File: config.mk
export PLATFORM = sky130hd
export DESIGN_NAME = sync_burst_sched
export DESIGN_NICKNAME = d
export VERILOG_FILES = /design/src/rtl/sync_burst_sched.sv
export SDC_FILE = /design/constraint.sdc
export NUM_CORES = 1
export LEC_CHECK = 0
export BUFFER_PORTS_ARGS = -buffer_cell sky130_fd_sc_hd__buf_4
export CELL_PAD_IN_SITES_DETAIL_PLACEMENT = 0
export CELL_PAD_IN_SITES_GLOBAL_PLACEMENT = 1
export CORE_UTILIZATION = 42
export DETAILED_ROUTE_END_ITERATION = 10
export PLACE_DENSITY = 0.89
export RECOVER_POWER = 100
export SETUP_SLACK_MARGIN = 0.5
export SLEW_MARGIN = 5
export SYNTH_ARGS = -nofsm -noshare
export SYNTH_HDL_FRONTEND = slang
export SYNTH_SLANG_ARGS = --single-unit
File: constraint.sdc
create_clock -name clk -period 3.03 [get_ports clk]
set_clock_uncertainty 0.2 [all_clocks]
set_input_delay 0.303 -clock clk [delete_from_list [all_inputs] [get_ports clk]]
set_output_delay 0.303 -clock clk [all_outputs]
set_load 0.05 [all_outputs]
File: src/rtl/sync_burst_sched.sv
// Round-robin arbiter granting NREQ requesters bursts of sync pulses from a shared generator.
// Optional RUN watchdog: define SYNC_BURST_SCHED_WDOG_EN.
module sync_burst_sched #(
    parameter int NREQ    = 4,
    parameter int BURST_W = 4,
    parameter int PERIOD  = 4
) (
    input  logic               clk,
    input  logic               rst_n,
    input  logic               en,
    input  logic [NREQ-1:0]    req,
    input  logic [BURST_W-1:0] burst_len,
    input  logic               sync_in,
    output logic               start,
    output logic [NREQ-1:0]    grant,
    output logic               busy,
    output logic               done,
    output logic               err
);

    localparam int PTR_W = $clog2(NREQ);

    if (NREQ < 2 || NREQ > 8 || BURST_W < 1 || PERIOD < 1) begin : g_param_check
        $error("sync_burst_sched: parameter out of range");
    end

    typedef enum logic [1:0] {S_IDLE, S_START, S_RUN, S_DONE} state_t;

    state_t             r_state, w_next;
    logic [NREQ-1:0]    r_grant, w_grant_nxt;
    logic [PTR_W-1:0]   r_rr_ptr, w_ptr_nxt;
    logic [BURST_W-1:0] r_cnt, w_cnt_nxt;
    logic [PTR_W-1:0]   w_win;
    logic               w_found;
    int unsigned        w_idx;

`ifdef SYNC_BURST_SCHED_WDOG_EN
    localparam int WDOG_LIM = 2 * PERIOD;
    localparam int WDOG_W   = $clog2(WDOG_LIM + 1);
    logic [WDOG_W-1:0]  r_wdog, w_wdog_nxt;
    logic               r_wdog_hit, w_hit_nxt;
`endif

    // Round-robin scan: first set request at or above rr_ptr, wrapping.
    always_comb begin
        w_found = 1'b0;
        w_win   = '0;
        w_idx   = 0;
        for (int unsigned i = 0; i < NREQ; i++) begin
            w_idx = (32'(r_rr_ptr) + i) % NREQ;
            if (!w_found && req[w_idx[PTR_W-1:0]]) begin
                w_found = 1'b1;
                w_win   = w_idx[PTR_W-1:0];
            end
        end
    end

    always_comb begin
        w_next      = r_state;
        w_grant_nxt = r_grant;
        w_ptr_nxt   = r_rr_ptr;
        w_cnt_nxt   = r_cnt;
        start       = 1'b0;
        done        = 1'b0;
        err         = 1'b0;
`ifdef SYNC_BURST_SCHED_WDOG_EN
        w_wdog_nxt  = r_wdog;
        w_hit_nxt   = r_wdog_hit;
`endif
        case (r_state)
            S_IDLE: begin
                if (w_found) begin
                    w_grant_nxt = NREQ'(1) << w_win;
                    w_cnt_nxt   = burst_len;
                    w_ptr_nxt   = (w_win == PTR_W'(NREQ - 1)) ? '0 : w_win + 1'b1;
                    w_next      = (burst_len == '0) ? S_DONE : S_START;
                end
            end
            S_START: begin
                start  = en;
                w_next = S_RUN;
`ifdef SYNC_BURST_SCHED_WDOG_EN
                w_wdog_nxt = '0;
`endif
                if (sync_in) begin
                    w_cnt_nxt = r_cnt - 1'b1;
                    if (r_cnt == BURST_W'(1)) w_next = S_DONE;
                end
            end
            S_RUN: begin
                if (sync_in) begin
                    w_cnt_nxt = r_cnt - 1'b1;
                    if (r_cnt == BURST_W'(1)) w_next = S_DONE;
`ifdef SYNC_BURST_SCHED_WDOG_EN
                    w_wdog_nxt = '0;
                end else if (r_wdog == WDOG_W'(WDOG_LIM - 1)) begin
                    w_next    = S_DONE;
                    w_hit_nxt = 1'b1;
                end else begin
                    w_wdog_nxt = r_wdog + 1'b1;
`endif
                end
            end
            S_DONE: begin
                done        = en;
`ifdef SYNC_BURST_SCHED_WDOG_EN
                err         = en & r_wdog_hit;
                w_hit_nxt   = 1'b0;
`endif
                w_grant_nxt = '0;
                w_next      = S_IDLE;
            end
            default: w_next = S_IDLE;
        endcase
    end

    always_ff @(posedge clk or negedge rst_n) begin
        if (!rst_n) begin
            r_state    <= S_IDLE;
            r_grant    <= '0;
            r_rr_ptr   <= '0;
            r_cnt      <= '0;
`ifdef SYNC_BURST_SCHED_WDOG_EN
            r_wdog     <= '0;
            r_wdog_hit <= 1'b0;
`endif
        end else if (en) begin
            r_state    <= w_next;
            r_grant    <= w_grant_nxt;
            r_rr_ptr   <= w_ptr_nxt;
            r_cnt      <= w_cnt_nxt;
`ifdef SYNC_BURST_SCHED_WDOG_EN
            r_wdog     <= w_wdog_nxt;
            r_wdog_hit <= w_hit_nxt;
`endif
        end
    end

    assign grant = r_grant;
    assign busy  = (r_state != S_IDLE);

endmodule

== Yosys cells after proc, flatten, opt, wreduce, memory -nomap -nowiden ==
Cells that the tools add are included.

* Flip-flop bits (word level): 12
* Input port bits: 12
* Output and inout bits: 8
* Word-level logic and storage cells: 70

* $add $sub $neg: 5
* Magnitude comparators: 4
* Equal/unequal tests: 9
* Shifts and indexed selects: 1
* Multiplexer cells: 31
* Reduce and logical (&&, ||, !) cells: 16

{| class="wikitable"
|+ Operators with widths
! cell !! count
|-
| two-way mux 2 bit || 9
|-
| case mux 4 bit (2 select lines) || 2
|-
| < comparator 2 x 3 -> 1 bit (second input constant) || 4
|-
| two-way mux 1 bit || 12
|-
| two-way mux 4 bit || 3
|-
| binary-select mux 1 bit (select 2 bit) || 4
|-
| case mux 2 bit (4 select lines) || 1
|-
| AND reduction 4 bit || 2
|-
| equality test 2 bit (second input constant) || 3
|-
| != test 2 bit (second input constant) || 3
|-
| AND reduction 3 bit || 2
|-
| nonzero test 2 bit || 3
|-
| adder 2 x 1 -> 2 bit (second input constant) || 2
|-
| adder 2 bit (second input constant) || 2
|-
| equality test 4 x 1 -> 1 bit (second input constant) || 1
|-
| zero test 4 bit || 1
|-
| left shift 1 x 2 -> 4 bit (first input constant) || 1
|-
| subtractor 4 x 1 -> 4 bit (second input constant) || 1
|-
| logical AND 1 bit || 3
|-
| zero test 1 bit || 3
|-
| equality test 2 x 1 -> 1 bit (second input constant) || 1
|-
| zero test 2 bit || 1
|-
| != test 2 x 1 -> 1 bit (second input constant) || 1
|-
| OR reduction 2 bit || 1
|}

== Depth between registers and ports, before layout ==
Gate-level depths: netlist of the first run.

* Depth after elaboration: 15
* Depth in mapped cells: 8
* Gate-level depth less buffers: 8

== Least setup slack after synthesis of the first run ==
No wires, ideal clock.

* Kind: register -> register
* Start point: reg r_state[0]
* End point: reg r_cnt[3]
* Data arrival time: 1.907 ns
* Data required time: 2.726 ns
* Slack: 0.819 ns
* Stages on the path, launching flop included: 7
* Buffers on the path: 1
* Period minus slack after synthesis: 2.211 ns
* Cell sequence: dfrtp_1 -> inv_1 -> ha_1 -> inv_1 -> clkbuf_1 -> o211ai_1 -> o311ai_1

* Longest elaborated chain between the ends: 4
* Elaborated cells on any way between the ends: 9
* Those cells by class: eq/ne: 4; mux: 1; reduce/logical: 4

{| class="wikitable"
|+ Ends and longest elaborated chain
! what !! line !! source
|-
| from (decl) || 29 || <nowiki>state_t r_state, w_next;</nowiki>
|-
| from (signal assigned) || 128 || <nowiki>r_state <= w_next;</nowiki>
|-
| equality test 2 bit / equality test 2 x 1 -> 1 bit (equally long branches) || 70 || <nowiki>case (r_state)</nowiki>
|-
| OR reduction 2 bit (no line) || n/a ||
|-
| != test 2 x 1 -> 1 bit (no line) / nonzero test 2 bit (equally long branches) || n/a ||
|-
| AND reduction 4 bit (no line) || n/a ||
|-
| to (signal assigned) || 131 || <nowiki>r_cnt <= w_cnt_nxt;</nowiki>
|-
| to (decl) || 32 || <nowiki>logic [BURST_W-1:0] r_cnt, w_cnt_nxt;</nowiki>
|}

Several ways; a longest one is shown, not always the timed one.
A chain may end at the register's enable or synchronous reset.

== Final worst setup path of the first run ==
* Start point: reg r_state[0]
* End point: out busy

* Longest elaborated chain between the ends: 1

{| class="wikitable"
|+ Ends and longest elaborated chain
! what !! line !! source
|-
| nonzero test 2 bit || 140 || <nowiki>assign busy = (r_state != S_IDLE);</nowiki>
|-
| to (decl) || 16 || <nowiki>output logic busy,</nowiki>
|}

No other way between the ends.

==> impl_metrics.yaml, run 1 <==
timing:
  fmax_mhz: 424
  hold_viol_final: 0
  period_minus_slack_ns: 2.36
  fin_setup_tns_ns: 0
  drv_slew: 0
  grt_setup_unrepaired: "no"
  worst_pin_slew_ns: 0.683
  timing.final.crit_share: 0.778
  max-slew-margin-rel: 0.545
  finalSetupViolCount: 0
  whs_ns: 0.0984
drt:
  wl_per_cell_um: 12.3
  detailedRoute.firstIterationViolations: 32
  drc: 0
  via_per_inst: 5.47
  num_vias: 815
  ant_nets: 0
  drtPass1Iterations: 4
  wirelength_um: 1830
grt:
  gr-usage-met2: 0.310
  grt_pass1_wl_um: 3350
  busiest_layer: "met2"
  grt_pass1_vias: 745
  grt_max_degree: 14
  gr-total-overflow: 0
  grtUsageMet3: 0.0283
  antenna_found_initial: 0
  grt_use_met1: 0.234
  grt_usage: 0.183
floorplan:
  rows: 16
  die_width_um: 48.3
  floorplan.initialDensity: 0.455
  fp.dieArea_sq_mm: 0.00233
  die_h_um: 48.3
  core_area_sq_mm: 0.00198
  ios: 20
logic_synthesis:
  synth_cell_types: 37
  synth_fp_nets: 126
  yosysTopAreaCell: "dfrtp_1"
  avgSynthCellArea_sq_um: 8.66
  ys.flop_type: "dfrtp_1"
  syn_area_sq_um: 901
  ys_ff_latch: 12
  ys_warn_count: 0
  async_flop_share: 1.00
  seq_area_frac_synth: 0.333
  syn_inst: 104
  synth-edff-count: 0
  yosys-top-cells-area: "dfrtp_1, ha_1, a21oi_1"
  synth_top_area_share: 0.333
power:
  irDropWorstVdd_uv: 438
  power_leakage_nw: 0.490
  cellPowerDensity_mw_per_mm2: 1010
clock_tree:
  clock_latency_ns: 0.27
  path_clk_slew_ns: 0.07
  cts_resized: 0
  cts_buffers: 3
  clock_path_buffers: 2
  cts_sinks: 12
  h-tree-depth: 1
  cts_tree: "built"
  root_buffer: "clkbuf_4"
placed_design:
  hpwl_um: 1470
  io_buffers: 18
  routabilityCongestion: 0.753
setup_path:
  max_stage_delay_ns: 0.51
  r2r-start: "r_rr_ptr[1]$_DFFE_PN0P_"
  reg2regPathDepth: 5
  crit_top_cell: "inv_1"
  r2r_slack_ns: 0.81
  crit_chain: "inv_1 > ha_1 > inv_1 > clkbuf_1"
  crit_family: "buffers and inverters"
  cp.required_ns: 2.53
  rr_endpoint: "r_rr_ptr[1]$_DFFE_PN0P_"
  crit_fanout: 13
  critPathLaunchType: "flop"
  cp-end-kind: "primary output"
  path_buf_inv: 3
  slowest_stage: "clkbuf_1"
  arrival_ns: 1.86
  worstSetupPathType: "flop to primary output"
finish:
  drive_gt1_frac: 0.148
  syn_to_final_growth_pct: 16.0
  antennaDiodeCount: 0
  final_nets: 146
hold_path:
  min_to: "r_cnt[0]$_DFFE_PN0P_"
  min-delay-start: "burst_len[0]"
  hold-path-cell-count: 3
  min_path_type: "input pin to flop"
run_status:
  status: "complete, no violations"
job:
  drv_cap: 0
==> cell type report <==
cell class                 instances  area, sq um
timing repair buffer              19          115
sequential                        12          300
clock buffer                       3         22.5
fill                             198          937
inverter                          12         45.0
tap                               27         33.8
multi-input combinational         76          528
==> synth_stat cells, types with 2 or more instances <==
library cell  count
a21oi_1          12
dfrtp_1          12
inv_1            12
ha_1             10
nand2_1           8
nor2_1            7
o21ai_0           5
mux2_2            3
a22oi_1           2
clkbuf_1          2
nand3_1           2
nor3_1            2
o211ai_1          2
or4_1             2
==> power breakdown <==
part	total [W]	internal, W	leakage, nW	switching, W
Combinational	0.000650	0.000224	0.335	0.000425
Clock	0.0000971	0.0000459	0.0138	0.0000511
Sequential	0.000310	0.000240	0.141	0.0000706
Total	0.00106	0.000510	0.490	0.000547
==> through the flow <==
stage	setup slack [ns]	power, W	area [sq um]	std cells	utilization
3_5_place_dp	0.799	0.00101	1050	145	0.530
5_1_grt	0.575	0.00116	1040	149	0.527
2_1_floorplan	0.819	0.000841	901	104	-
6_report	0.671	0.00106	1040	149	0.527
4_1_cts	0.811	0.00111	1080	149	0.546
3_3_place_gp	0.807	0.000999	1050	145	0.530
==> state kept, by name (all words and copies together) (netlist names) <==
register,flops
grant,4
r_cnt,4
r_rr_ptr,2
r_state,2
==> kinds of logic after synthesis <==
| logic type | count (synthesis) | synth area share |
|---|---|---|
| buffers and inverters | 16 | 0.0722 |
| multiplexers | 4 | 0.0486 |
| AND/OR/NAND/NOR | 29 | 0.164 |
| adder cells (fa/ha/maj) | 10 | 0.139 |
| other | 1 | 0.00416 |
| AO/OA/AOI/OAI | 32 | 0.239 |
| flip-flops | 12 | 0.333 |
==> layer usage <==
layer  vias to the layer above  part of all wire
met5                         -                 0
met4                         0            0.0071
met3                         2             0.042
met2                        20              0.49
met1                       384              0.46
li1                        409                 -
==> worst min-delay path: cells and delay by family <==
kind            cells  cell delay (ns)
buf+inv             1             0.09
compound gates      2             0.14
==> worst max-delay path by stage <==
stage / end / slack, ns / cells past startpoint / from
2_1_floorplan: r_cnt[3]$_DFFE_PN0P_ / 0.82 / 6 / r_state[0]$_DFFE_PN0P_
3_3_place_gp: r_rr_ptr[1]$_DFFE_PN0P_ / 0.81 / 5 / req[2]
3_5_place_dp: r_rr_ptr[1]$_DFFE_PN0P_ / 0.80 / 5 / req[2]
4_1_cts: r_rr_ptr[1]$_DFFE_PN0P_ / 0.81 / 5 / r_rr_ptr[1]$_DFFE_PN0P_
5_1_grt: busy / 0.57 / 4 / r_state[0]$_DFFE_PN0P_
6_report: busy / 0.67 / 4 / r_state[0]$_DFFE_PN0P_
==> repair_timing <==
action,4_1_cts,5_1_grt
buffers inserted,0,0
hold buffers,1,0
endpoints found under the hold margin,12,0
==> cell usage in the layout, fill, tap and decap left out, drive strengths merged, types with 2 or more instances in the layout <==
cell type	count
and2	2
clkbuf	11
o21ai	7
or4	2
a22oi	2
a21oi	12
ha	10
nor2	7
inv	12
o211ai	2
buf	10
nand3	2
nor3	2
nand2	8
dfrtp	12
mux2	3
No activity file was read; power rests on OpenSTA's default activity.
==> run 2: changes to the inputs <==
CORE_UTILIZATION = 39   (was 42)
PLACE_DENSITY = 0.84   (was 0.89)
clock period = 2.2 ns   (was 3.03 ns; I/O delays follow)
==> run 2 against run 1 <==
Compared with the run above: sequential power rose by 41%; global-route usage barely moved; critical path depth rose by 5; final area rose by 36%; critical path type is now flop to flop; critical endpoint is now grant[0]$_DFFE_PN0P_; largest cell class unchanged.
==> impl_metrics.yaml, run 2 (synthesis results as in run 1) <==
clock_tree:
  root_buffer: "clkbuf_4"
  cts_tree: "built"
  h-tree-depth: 1
  clock_latency_ns: 0.28
  clock_path_buffers: 2
  path_clk_slew_ns: 0.08
  cts_sinks: 12
  cts_buffers: 3
power:
  combPwrFrac: 0.732
  irDropWorstVdd_uv: 790
  power_leakage_nw: 0.644
  p_int_w: 0.00116
  cellPowerDensity_mw_per_mm2: 1520
  sequentialPowerShare: 0.203
  switching_power_w: 0.000996
  finalPower_w: 0.00216
  power_switching_share: 0.462
  pwr-share-clk: 0.065
setup_path:
  worstSetupPathType: "flop to flop"
  r2r-start: "r_rr_ptr[1]$_DFFE_PN0P_"
  crit_top_cell: "buf_4"
  critPathLaunchType: "flop"
  cp-end-kind: "flop"
  max_stage_delay_ns: 0.43
  r2r_slack_ns: 0.13
  crit_fanout: 4
  crit_chain: "mux2_4 > a222oi_1 > buf_4 > buf_4 > nand2_4 > ha_4 > nand2_2 > a2bb2oi_2 > o21ai_1"
  reg2regPathDepth: 9
  rr_endpoint: "grant[0]$_DFFE_PN0P_"
  arrival_ns: 2.04
  cp.required_ns: 2.17
  slowest_stage: "dfrtp_2"
timing:
  grt_setup_unrepaired: "yes"
  drv_slew: 0
  hold_viol_final: 0
  worst_pin_slew_ns: 0.707
  finalSetupViolCount: 0
  period_minus_slack_ns: 2.07
  fmax_mhz: 483
  max-slew-margin-rel: 0.529
  fin_setup_tns_ns: 0
  timing.final.crit_share: 0.940
run_status:
  status: "complete, no violations"
finish:
  antennaDiodeCount: 0
  mostFrequentLayoutCell: "buf_4"
  final_cell_mix: "buf_4, dfrtp_1, a21oi_1"
  design_area_sq_mm: 0.00142
  syn_to_final_growth_pct: 57.8
  drive_gt1_frac: 0.479
  final_nets: 170
hold_path:
  min_path_type: "input pin to flop"
  min_to: "r_cnt[0]$_DFFE_PN0P_"
  min-delay-start: "burst_len[0]"
  hold-path-cell-count: 3
placed_design:
  hpwl_um: 1460
  routabilityCongestion: 0.804
  dpl_cell_area_sq_mm: 0.00111
  io_buffers: 18
drt:
  detailedRoute.firstIterationViolations: 16
  drtPass1Iterations: 4
  via_per_inst: 5.30
  num_vias: 922
  drc: 0
  ant_nets: 0
  wl_per_cell_um: 13.8
  wirelength_um: 2400
floorplan:
  fp.dieArea_sq_mm: 0.00251
  die_width_um: 50.1
  core_area_sq_mm: 0.00219
  ios: 20
  rows: 17
  die_h_um: 50.1
  floorplan.initialDensity: 0.411
grt:
  gr-total-overflow: 0
  grt_pass1_wl_um: 3450
  antenna_found_initial: 0
  grt_pass1_vias: 821
  grt_usage: 0.183
  grt_max_degree: 13
job:
  drv_cap: 0
[run 2: metrics by stage]
step           setup slack, ns  hold WS (ns)  cells  utilization
2_1_floorplan            0.206        -0.276    104            -
3_3_place_gp             0.130        -0.129    149        0.505
3_5_place_dp             0.117        -0.126    149        0.505
4_1_cts                  0.107        0.0142    167        0.601
5_1_grt                0.00186        0.0357    174        0.649
6_report                 0.132       0.00172    174        0.649
[run 2: area by class of cell]
class / count / area (sq um)
Clock buffer: 3 / 22.5
Fill cell: 200 / 769
Inverter: 12 / 45.0
Multi-Input combinational cell: 76 / 686
Sequential cell: 12 / 302
Tap cell: 28 / 35.0
Timing Repair Buffer: 43 / 332
[run 2: critical path, delay by kind of cell, from the launching register on]
kind                     cells  cell delay (ns)
flip-flops                   1             0.43
AND/OR/NAND/NOR              2             0.13
adder cells (fa/ha/maj)      1             0.17
AO/OA/AOI/OAI                3             0.44
buffers and inverters        2             0.29
multiplexers                 1             0.30
[run 2: worst max-delay path by stage]
| stage | start | slack (ns) | cells after the start | end |
|---|---|---|---|---|
| final | r_rr_ptr[1]$_DFFE_PN0P_ | 0.13 | 9 | grant[0]$_DFFE_PN0P_ |
| after global routing | r_rr_ptr[1]$_DFFE_PN0P_ | 0.002 | 8 | grant[1]$_DFFE_PN0P_ |
| after CTS | r_rr_ptr[1]$_DFFE_PN0P_ | 0.11 | 5 | r_rr_ptr[1]$_DFFE_PN0P_ |
| after detailed placement | r_rr_ptr[1]$_DFFE_PN0P_ | 0.12 | 5 | r_rr_ptr[1]$_DFFE_PN0P_ |
| after global placement | r_rr_ptr[1]$_DFFE_PN0P_ | 0.13 | 5 | r_rr_ptr[1]$_DFFE_PN0P_ |
| after floorplan | r_rr_ptr[1]$_DFFE_PN0P_ | 0.21 | 5 | r_rr_ptr[1]$_DFFE_PN0P_ |
[run 2: metal layers]
layer	vias to the layer above	GRT usage	wire [um]
met2	20	0.313	1230
met5	-	0	0
met4	0	0.0857	40
li1	454	-	-
met1	444	0.220	1070
met3	4	0.0309	63
[run 2: power by group through the flow]
stage,Combinational [W],Clock [W],Sequential [W]
2_1_floorplan,0.000737,0,0.000529
4_1_cts,0.00139,0.000143,0.000424
6_report,0.00158,0.000141,0.000438
5_1_grt,0.00172,0.000151,0.000449
3_5_place_dp,0.00106,0,0.000437
3_3_place_gp,0.00104,0,0.000430
[run 2: repair_timing]
item / CTS / global route
gates resized for setup: 20 / 24
buffers inserted: 14 / 7
hold endpoints to repair: 12 / 0
hold buffers: 1 / 0
pin swaps: 8 / 10
endpoints found under the setup margin: 14 / 15
